===== src/rtl/seg_digit_scanner_if.sv =====
// Bus between the display scanner and its controller: load strobe and value in,
// per-slot digit code, anode enables and status out.
interface seg_digit_scanner_if #(
  parameter int unsigned DIGITS = 4
);
  logic                  load;
  logic [4*DIGITS-1:0]   value;
  logic [3:0]            digit;
  logic [DIGITS-1:0]     an;
  logic                  pending;
  logic                  frame_tick;

  modport master (
    output load, value,
    input  digit, an, pending, frame_tick
  );

  modport slave (
    input  load, value,
    output digit, an, pending, frame_tick
  );
endinterface


===== src/rtl/seg_digit_scanner.sv =====
// Time-multiplexing scanner for a multi-digit 7-segment display: selects one BCD
// nibble per refresh slot, drives its active-low anode after a dead time, blanks
// leading zeros and swaps in new values only at frame boundaries.
module seg_digit_scanner #(
  parameter int unsigned DIGITS        = 4,
  parameter int unsigned REFRESH_DIV   = 8,
  parameter int unsigned DEAD          = 2,
  parameter int unsigned BLANK_LEADING = 1
) (
  input  logic                clk,
  input  logic                rst_n,
  seg_digit_scanner_if.slave  bus
);

  localparam int unsigned W     = 4 * DIGITS;
  localparam int unsigned DIV_W = (REFRESH_DIV > 1) ? $clog2(REFRESH_DIV) : 1;
  localparam int unsigned IDX_W = (DIGITS > 1) ? $clog2(DIGITS) : 1;

  localparam logic [DIV_W-1:0] DIV_LAST = DIV_W'(REFRESH_DIV - 1);
  localparam logic [IDX_W-1:0] IDX_LAST = IDX_W'(DIGITS - 1);
  localparam logic [3:0]       BLANK    = 4'hF;

  logic [DIV_W-1:0]  div_cnt, div_nxt;
  logic [IDX_W-1:0]  idx, idx_nxt;
  logic [W-1:0]      shadow, shadow_nxt;
  logic [W-1:0]      active, active_nxt;
  logic              pending_q, pending_nxt;
  logic              tick_q, tick_nxt;
  logic [3:0]        digit_q, digit_nxt;
  logic [DIGITS-1:0] an_q, an_nxt;

  logic              in_dead_c;
  logic              div_wrap_c;
  logic              frame_c;
  logic [DIGITS:0]   zero_above_c;
  logic [3:0]        sel_c;
  logic              sel_blank_c;

  // Dead-time window at the start of every slot; empty when DEAD is 0
  generate
    if (DEAD == 0) begin : g_no_dead
      assign in_dead_c = 1'b0;
    end else begin : g_dead
      assign in_dead_c = (div_cnt < DIV_W'(DEAD));
    end
  endgenerate

  // Next-state, digit selection, blanking and anode decode
  always_comb begin
    div_nxt      = div_cnt;
    idx_nxt      = idx;
    shadow_nxt   = shadow;
    active_nxt   = active;
    pending_nxt  = pending_q;
    tick_nxt     = 1'b0;
    digit_nxt    = BLANK;
    an_nxt       = '1;
    sel_c        = 4'h0;
    sel_blank_c  = 1'b0;
    zero_above_c = '0;

    div_wrap_c = (div_cnt == DIV_LAST);
    frame_c    = div_wrap_c && (idx == IDX_LAST);

    if (div_wrap_c) begin
      div_nxt = '0;
      idx_nxt = (idx == IDX_LAST) ? '0 : idx + IDX_W'(1);
    end else begin
      div_nxt = div_cnt + DIV_W'(1);
    end

    // Double buffer: a coincident load bypasses the shadow so it is never lost
    if (bus.load && frame_c) begin
      active_nxt  = bus.value;
      shadow_nxt  = bus.value;
      pending_nxt = 1'b0;
    end else if (bus.load) begin
      shadow_nxt  = bus.value;
      pending_nxt = 1'b1;
    end else if (frame_c && pending_q) begin
      active_nxt  = shadow;
      pending_nxt = 1'b0;
    end
    tick_nxt = frame_c;

    // zero_above_c[k]: nibbles DIGITS-1 down to k of active are all zero
    zero_above_c[DIGITS] = 1'b1;
    for (int k = DIGITS - 1; k >= 0; k--) begin
      zero_above_c[k] = zero_above_c[k+1] && (active[4*k +: 4] == 4'h0);
    end

    for (int k = 0; k < DIGITS; k++) begin
      if (idx == IDX_W'(k)) begin
        sel_c       = active[4*k +: 4];
        sel_blank_c = (BLANK_LEADING != 0) && (k > 0) && zero_above_c[k];
      end
    end

    digit_nxt = sel_blank_c ? BLANK : sel_c;
    an_nxt    = in_dead_c ? '1 : ~(DIGITS'(1) << idx);
  end

  // State and registered outputs
  always_ff @(posedge clk or negedge rst_n) begin
    if (!rst_n) begin
      div_cnt   <= '0;
      idx       <= '0;
      shadow    <= '0;
      active    <= '0;
      pending_q <= 1'b0;
      tick_q    <= 1'b0;
      digit_q   <= BLANK;
      an_q      <= '1;
    end else begin
      div_cnt   <= div_nxt;
      idx       <= idx_nxt;
      shadow    <= shadow_nxt;
      active    <= active_nxt;
      pending_q <= pending_nxt;
      tick_q    <= tick_nxt;
      digit_q   <= digit_nxt;
      an_q      <= an_nxt;
    end
  end

  assign bus.digit      = digit_q;
  assign bus.an         = an_q;
  assign bus.pending    = pending_q;
  assign bus.frame_tick = tick_q;

endmodule


===== src/flat_wrapper.sv =====
// flat-port wrapper written by rule: the top's interface ports become plain ports
module seg_digit_scanner_flat 
#(
  parameter int unsigned DIGITS        = 4,
  parameter int unsigned REFRESH_DIV   = 8,
  parameter int unsigned DEAD          = 2,
  parameter int unsigned BLANK_LEADING = 1
)
  (clk, rst_n, bus_load, bus_value, bus_digit, bus_an, bus_pending, bus_frame_tick);
  seg_digit_scanner_if #(.DIGITS(DIGITS)) bus_i ();
  input  logic clk;
  input  logic rst_n;
  input wire logic [$bits(bus_i.load)-1:0] bus_load;
  input wire logic [$bits(bus_i.value)-1:0] bus_value;
  output wire logic [$bits(bus_i.digit)-1:0] bus_digit;
  output wire logic [$bits(bus_i.an)-1:0] bus_an;
  output wire logic [$bits(bus_i.pending)-1:0] bus_pending;
  output wire logic [$bits(bus_i.frame_tick)-1:0] bus_frame_tick;
  assign bus_i.load = bus_load;
  assign bus_i.value = bus_value;
  assign bus_digit = bus_i.digit;
  assign bus_an = bus_i.an;
  assign bus_pending = bus_i.pending;
  assign bus_frame_tick = bus_i.frame_tick;
  seg_digit_scanner #(.DIGITS(DIGITS), .REFRESH_DIV(REFRESH_DIV), .DEAD(DEAD), .BLANK_LEADING(BLANK_LEADING)) u_core (.clk(clk), .rst_n(rst_n), .bus(bus_i));
endmodule

===== config.mk =====
export PLATFORM = sky130hd
export DESIGN_NAME = seg_digit_scanner_flat
export DESIGN_NICKNAME = d
export VERILOG_FILES = /design/src/rtl/seg_digit_scanner_if.sv /design/src/rtl/seg_digit_scanner.sv /design/src/flat_wrapper.sv
export SDC_FILE = /design/constraint.sdc
export NUM_CORES = 1
export LEC_CHECK = 0
export CAP_MARGIN = 15
export CELL_PAD_IN_SITES_DETAIL_PLACEMENT = 2
export CELL_PAD_IN_SITES_GLOBAL_PLACEMENT = 2
export CORE_MARGIN = 1
export CORE_UTILIZATION = 39
export DETAILED_ROUTE_END_ITERATION = 12
export PLACE_DENSITY = 0.79
export SLEW_MARGIN = 20
export SYNTH_ARGS = -nofsm -noshare
export SYNTH_HDL_FRONTEND = slang
export SYNTH_SLANG_ARGS = --single-unit

===== constraint.sdc =====
create_clock -name clk -period 4.9 [get_ports clk]
set_input_delay 0.98 -clock clk [delete_from_list [all_inputs] [get_ports clk]]
set_output_delay 0.98 -clock clk [all_outputs]
set_load 0.02 [all_outputs]

Yosys cells after proc, flatten, opt, wreduce, memory -nomap -nowiden. Cells that the tools add are included.

$add $sub $neg: 2. Order comparisons: 1. Equal/unequal tests: 5. Shift-type cells: 1. Multiplexer cells: 19. Bitwise operators: 1. Reductions and logical operators: 13.

Operator list (count): 16-bit 2-to-1 mux (5); 4-bit 2-to-1 mux (6); 4-bit zero test (3); 1-bit 2-to-1 mux (6); 1-bit logical AND (5); 2-bit equality test (second input constant) (2); 4-bit NOT (1); 2-bit nonzero test (2); 1-bit by 2-bit left shift with 4-bit output (first input constant) (1); 3-bit by 1-bit adder with 3-bit output (second input constant) (1); 3-bit equality test (second input constant) (1); 3-bit by 2-bit < comparator with 1-bit output (second input constant) (1); 3-bit 2-to-1 mux (1); 3-bit nonzero test (1); 2-bit by 1-bit adder with 2-bit output (second input constant) (1); 2-bit by 1-bit equality test with 1-bit output (second input constant) (1); 2-bit zero test (1); 2-bit 2-to-1 mux (1); 2-bit by 1-bit inequality test with 1-bit output (second input constant) (1); 2-bit AND reduction (1).

Register bits after elaboration: 47. Input port bits: 19. Output and inout bits: 10. Logic and storage cells: 50.

Logic depth before layout (Yosys ltp). Gate-level depths: netlist (run 1).

Word-level depth: 7. Mapped depth: 7. Mapped depth without buffers: 5.

Worst setup path after synthesis (run 1). Ideal clock, no wire load.

Path kind: input -> register. Start point: input port bus_load. End point: register u_core.active[4]. Setup time: 0.125 ns. Data arrival time: 1.806 ns. Data required time: 4.775 ns. Slack: 2.970 ns. Stages: 3. Path buffers: 1. Path through: o211ai_4 -> buf_4 -> mux2_2.

Longest elaborated chain between the ends: 3. Elaborated cells between the ends (all ways): 5. Classes of those cells: 1 x eq/ne; 1 x mux; 3 x reduce/logical.

Ends and longest elaborated chain: start, declared (RTL line flat_wrapper.sv:13) `input wire logic [$bits(bus_i.load)-1:0] bus_load;`; 1-bit logical AND (RTL line seg_digit_scanner.sv:73) `if (bus.load && frame_c) begin`; 2-bit by 1-bit inequality test with 1-bit output (no source line) / 2-bit nonzero test (equally long branches); 2-bit AND reduction (no source line); end signal, assigned (RTL line seg_digit_scanner.sv:118) `active <= active_nxt;`; end, declared (RTL line seg_digit_scanner.sv:26) `logic [W-1:0] active, active_nxt;`.

Several ways; a longest one is shown, not always the timed one. A chain may end at the register's enable or synchronous reset.

Final worst setup path (run 1).
Start point: input port bus_load. End point: register u_core.active[14].

The elaborated chain is that of the path after synthesis.

==> impl_metrics.toml, run 1 <==
[sta]
timing.final.crit_share_pct = 59.7
maxSlewViolCount = 0
fmax_mhz = 342
hold_viol = 0
fin_setup_tns_ns = 0
fin_hold_ws_ns = 0.444
setup_viol = 0
slew-limit-headroom_pct = 32.5
post-route-min-period_ns = 2.93
worstMarginPinSlew_ns = 1.01
rsz0062_at_grt = "false"
skew_ns = 0.00304

[power_and_ir_drop]
p_leak_nw = 1.00
powerDensity_nw_per_um2 = 351
vdd_drop_max_v = 0.000183

[detailed_routing]
detail_route.wl_per_cell_um = 18.9
ant_nets = 0
wirelength_um = 4660
vias = 1292
viasPerCell = 5.23
drt_iter0_markers = 36
detail_route.first_pass.iterations = 4
drcViolationCount = 0

[yosys]
ys_seq_area_share_pct = 59.5
synth_nets = 177
ys_ff_latch = 47
yosys_warnings = 0
syn_area_per_cell_um2 = 13.1
syn_inst = 152
synth.cell_area_um2 = 1990
ys_types = 26

[finish]
drive_gt1_share_pct = 24.4
multiInputGateArea_um2 = 723
final_core_util_pct = 50.5
final_nets = 204
fillers = 473
syn2layout_area_growth_pct = 22.1
regArea_um2 = 1190
n_antenna_cell = 0

[clocking]
clock-sinks = 47
cts_max_path_buffers = 2
cts_resized = 0
post_cts_buffers = 0
clk_pin_slew_ns = 0.08
clkLatencyLatePin_ns = 0.30
htree_levels = 2
cts_hold_buf = 0
cts_tree = "done"
cts_buffers = 5
cts_root_buf = "clkbuf_8"

[global_route]
grt_pass1_vias = 1474
grt_pass1_wl_um = 7670
grt_max_degree = 48
antenna_found_initial = 0
track_usage_pct = 20.0
grt_overflow = 0

[floorplanning]
coreArea_um2 = 4820
initial_core_util_pct = 41.4
rows = 25
die-area_um2 = 5400
ioPinCount = 29
die_y_um = 73.5
die_w_um = 73.5

[worst_setup_path]
critPathCaptureType = "flip-flop"
worstPathRequired_ns = 5.09
path_class = "in -> reg"
critPathLaunchType = "input port"
cp_max_fo = 20
worstPathArrival_ns = 3.12

[hold_path]
hold_class = "reg -> reg"

[place]
place_congestion = 0.799
io_buffers = 28
hpwlAfterDp_um = 3120

[outcome]
status = "finished, final reports clean"

[run]
max_cap_viol_count = 0
[metrics by stage]
stage               area [um^2]  power, W  cells  setup WS [ns]
finish                     2430  0.000855    247           1.97
detailed placement         2300  0.000529    239           1.65
global route               2430  0.000887    247           1.83
global placement           2300  0.000521    239           1.72
CTS                        2430  0.000866    247           1.93
floorplan                  1990  0.000486    152           2.97
[synthesized netlist by cell type]
cell type  instances  area share [%]
nand2_1            1            0.19
ha_1               6             3.8
mux2_4             2             1.5
clkbuf_1           4            0.75
dfrtp_1           39              49
a221o_1            4             2.0
o211ai_4           1             1.1
nor2_1             8             1.5
o21ai_0           10             2.5
clkbuf_2           1            0.25
nor4_1             2            0.63
nand3_1            3            0.75
o211ai_1           4             1.5
nor2b_1            2            0.63
buf_6              1            0.56
o221ai_1           1            0.44
inv_1              8             1.5
nor3_1             5             1.3
mux2_2            25              14
and2_1             1            0.31
nand3b_1           4             1.5
buf_4              1            0.38
a21oi_1            9             2.3
buf_8              1            0.75
a31oi_1            1            0.31
dfstp_2            8              11
[routing by layer]
layer,global-route usage [%],up-vias,wire [um]
met5,0,-,0
met4,5.77,0,54
met3,4.80,4,154
met2,38.3,22,2630
met1,21.6,676,1820
li1,-,590,-
[final cells by class]
class / instances / share of cell area [%]
clock buffer: 6 / 2.98
timing repair buffer: 28 / 11.4
tap: 67 / 3.44
clock inverter: 2 / 2.47
multi-input combinational: 89 / 29.7
inverter: 8 / 1.23
sequential: 47 / 48.7
[placed cells by master, fill, tap and decap left out, drive strengths merged, types with 6 or more instances in the layout]
cell type,count
dfrtp,39
clkbuf,6
ha,6
dfstp,8
inv,8
clkdlybuf4s50,27
o21ai,10
nor2,8
mux2,27
a21oi,9
[logic make-up (layout without fill, tap and decap cells)]
family                     after synthesis  in the layout  share of synthesized area [%]
buffers and inverters                   16             44                           4.21
AOI/OAI and AO/OA                       30             30                           10.1
and+or+nand+nor                         26             26                           6.78
DFF                                     47             47                           59.5
adders and majority gates                6              6                           3.77
muxes                                   27             27                           15.6
[state kept, by name, summed over array words and instances, names as in the netlist]
name / cells
u_core.active: 16
u_core.bus.an: 4
u_core.bus.digit: 4
u_core.bus.frame_tick: 1
u_core.bus.pending: 1
u_core.div_cnt: 3
u_core.idx: 2
u_core.shadow: 16
[critical path, stage by stage]
cell and delay [ns]:
clkdlybuf4s50_1 0.93, o211ai_4 0.78, mux2_2 0.41
[path summary, 6_finish.rpt]
check | to | start | depth (start not counted) | slack [ns]
hold reg to reg | u_core.div_cnt[0]$_DFF_PN0_ | u_core.div_cnt[0]$_DFF_PN0_ | 1 | 0.44
max in group asynchronous | u_core.div_cnt[0]$_DFF_PN0_ | rst_n | 1 | 3.83
hold / removal | u_core.div_cnt[0]$_DFF_PN0_ | u_core.div_cnt[0]$_DFF_PN0_ | 1 | 0.44
setup reg to reg | u_core.active[14]$_DFFE_PN0P_ | u_core.div_cnt[1]$_DFF_PN0_ | 4 | 3.10
min in group asynchronous | u_core.bus.frame_tick$_DFF_PN0_ | rst_n | 1 | 0.67
setup / recovery | u_core.active[14]$_DFFE_PN0P_ | bus_load | 3 | 1.97
[power by group]
group          switching (W)  internal (W)   total, W
registers          0.0000187      0.000420   0.000439
logic              0.0000366     0.0000462  0.0000828
clock network       0.000129      0.000204   0.000333
total               0.000184      0.000670   0.000855
Power figures use the tool's default switching activity.
==> run 2: changes to the inputs <==
Settings changed: CORE_UTILIZATION 39 to 33, PLACE_DENSITY 0.79 to 0.71.
Clock period 4.9 ns to 2.35 ns, I/O delays scaled along.
==> run 2 against run 1 <==
Total power up 81%; sequential share of layout area rose by 0.30 points; register-to-register slack lost 2.5 ns; cell count grew 3.6%; critical path depth fell by 2.
==> impl_metrics.toml, run 2 (same netlist as run 1, synthesis figures left out) <==
[worst_setup_path]
timing.critical_path.to = "bus_an[2]"
critPathLaunchType = "flip-flop"
worstPathArrival_ns = 1.42
max_stage_delay_ns = 0.59
critPathLaunch = "u_core.bus.an[2]$_DFF_PN1_"
r2r_cells = 6
r2r_start = "u_core.div_cnt[1]$_DFF_PN0_"
critPathCaptureType = "primary output"
path_delay_family = "buffers and inverters"
path_class = "reg -> out"
cp_slowest_cell = "clkdlybuf4s50_1"
timing.rr.end = "u_core.active[8]$_DFFE_PN0P_"
reg2reg_slack_ns = 0.58
worstPathRequired_ns = 1.88
cp_max_fo = 1
crit_cells = 1
path_cells = "clkdlybuf4s50_1"
crit_buf_inv = 1

[sta]
fin_setup_tns_ns = 0
maxSlewViolCount = 0
timing.final.crit_share_pct = 80.4
post-route-min-period_ns = 1.89
slew-limit-headroom_pct = 60.9
rsz0062_at_grt = "false"
worstMarginPinSlew_ns = 0.587
skew_ns = 0.00256
fin_hold_ws_ns = 0.258
hold_viol = 0
fmax_mhz = 529
setup_viol = 0

[hold_path]
hold_class = "in -> async"

[detailed_routing]
vias = 1279
wirelength_um = 4330
detail_route.wl_per_cell_um = 16.9
viasPerCell = 5.00
drt_iter0_markers = 61
ant_nets = 0
drcViolationCount = 0
detail_route.first_pass.iterations = 4

[global_route]
antenna_found_initial = 0
grt_pass1_wl_um = 7190
grt_pass1_vias = 1417
grt_max_degree = 48
track_usage_pct = 15.2
grt_overflow = 0

[finish]
drive_gt1_share_pct = 26.6
fillers = 585
final_cell_mix = "dfrtp_1, clkdlybuf4s50_1, mux2_2"
syn2layout_area_growth_pct = 21.3
n_antenna_cell = 0
final_nets = 208
layout_commonest_cell = "dfrtp_1"
reg.largest.list = "u_core.active (16), u_core.shadow (16)"
final_cells = 256

[clocking]
post_cts_buffers = 0
cts_max_path_buffers = 2
clkLatencyLatePin_ns = 0.29
cts_root_buf = "clkbuf_8"
clk_pin_slew_ns = 0.08
cts_hold_buf = 0
cts_buffers = 5
cts_tree = "done"
clock-sinks = 47
cts_resized = 0
htree_levels = 2

[floorplanning]
die_w_um = 79.7
coreArea_um2 = 5680
ioPinCount = 29
die-area_um2 = 6350
initial_core_util_pct = 35.1
die_y_um = 79.7
rows = 27

[run]
max_cap_viol_count = 0

[power_and_ir_drop]
p_leak_nw = 1.00
powerDensity_nw_per_um2 = 641
vdd_drop_max_v = 0.000262

[outcome]
status = "finished, final reports clean"

[place]
dp.cells = 248
place_congestion = 0.794
hpwlAfterDp_um = 3220
io_buffers = 28
[run 2: metal layers]
metal / share of wire (%) / global-route usage [%] / vias up
li1: - / - / 598
met1: 43 / 18.4 / 652
met2: 52 / 26.7 / 23
met3: 3.8 / 3.77 / 6
met4: 1.2 / 4.36 / 0
met5: 0 / 0 / -
[run 2: cell type report]
cell class                 count  area, um^2  area share (%)
sequential                    47        1190            49.0
multi-input combinational     89         723            29.9
timing repair buffer          32         305            12.6
tap                           72        90.1            3.72
clock buffer                   5        68.8            2.85
inverter                       8        30.0            1.24
clock inverter                 3        15.0           0.621
[run 2: worst min-delay path by stage]
stage                                    endpoint  slack (ns)  cells after the start                        start
finish              u_core.shadow[15]$_DFFE_PN0P_        0.26                      2                        rst_n
global route            u_core.idx[0]$_DFFE_PN0N_        0.30                      2                        rst_n
CTS                 u_core.shadow[15]$_DFFE_PN0P_        0.28                      2                        rst_n
detailed placement    u_core.div_cnt[0]$_DFF_PN0_        0.45                      1  u_core.div_cnt[0]$_DFF_PN0_
global placement      u_core.div_cnt[0]$_DFF_PN0_        0.42                      1  u_core.div_cnt[0]$_DFF_PN0_
floorplan            u_core.active[0]$_DFFE_PN0P_        0.17                      0                        rst_n
[run 2: metrics by stage]
step	setup slack (ns)	cell area, um^2	power [W]	utilization [%]
floorplan	0.644	1990	0.00101	-
global placement	0.358	2330	0.00109	41.1
detailed placement	0.302	2330	0.00111	41.1
CTS	0.442	2420	0.00158	42.6
global route	0.422	2420	0.00162	42.6
finish	0.461	2420	0.00155	42.6
[run 2: power by group]
part           internal (W)  total [W]  switching (W)  leakage [nW]
Clock              0.000204   0.000465       0.000262        0.0477
Combinational     0.0000983   0.000171      0.0000727         0.414
Sequential         0.000876   0.000913      0.0000370         0.541
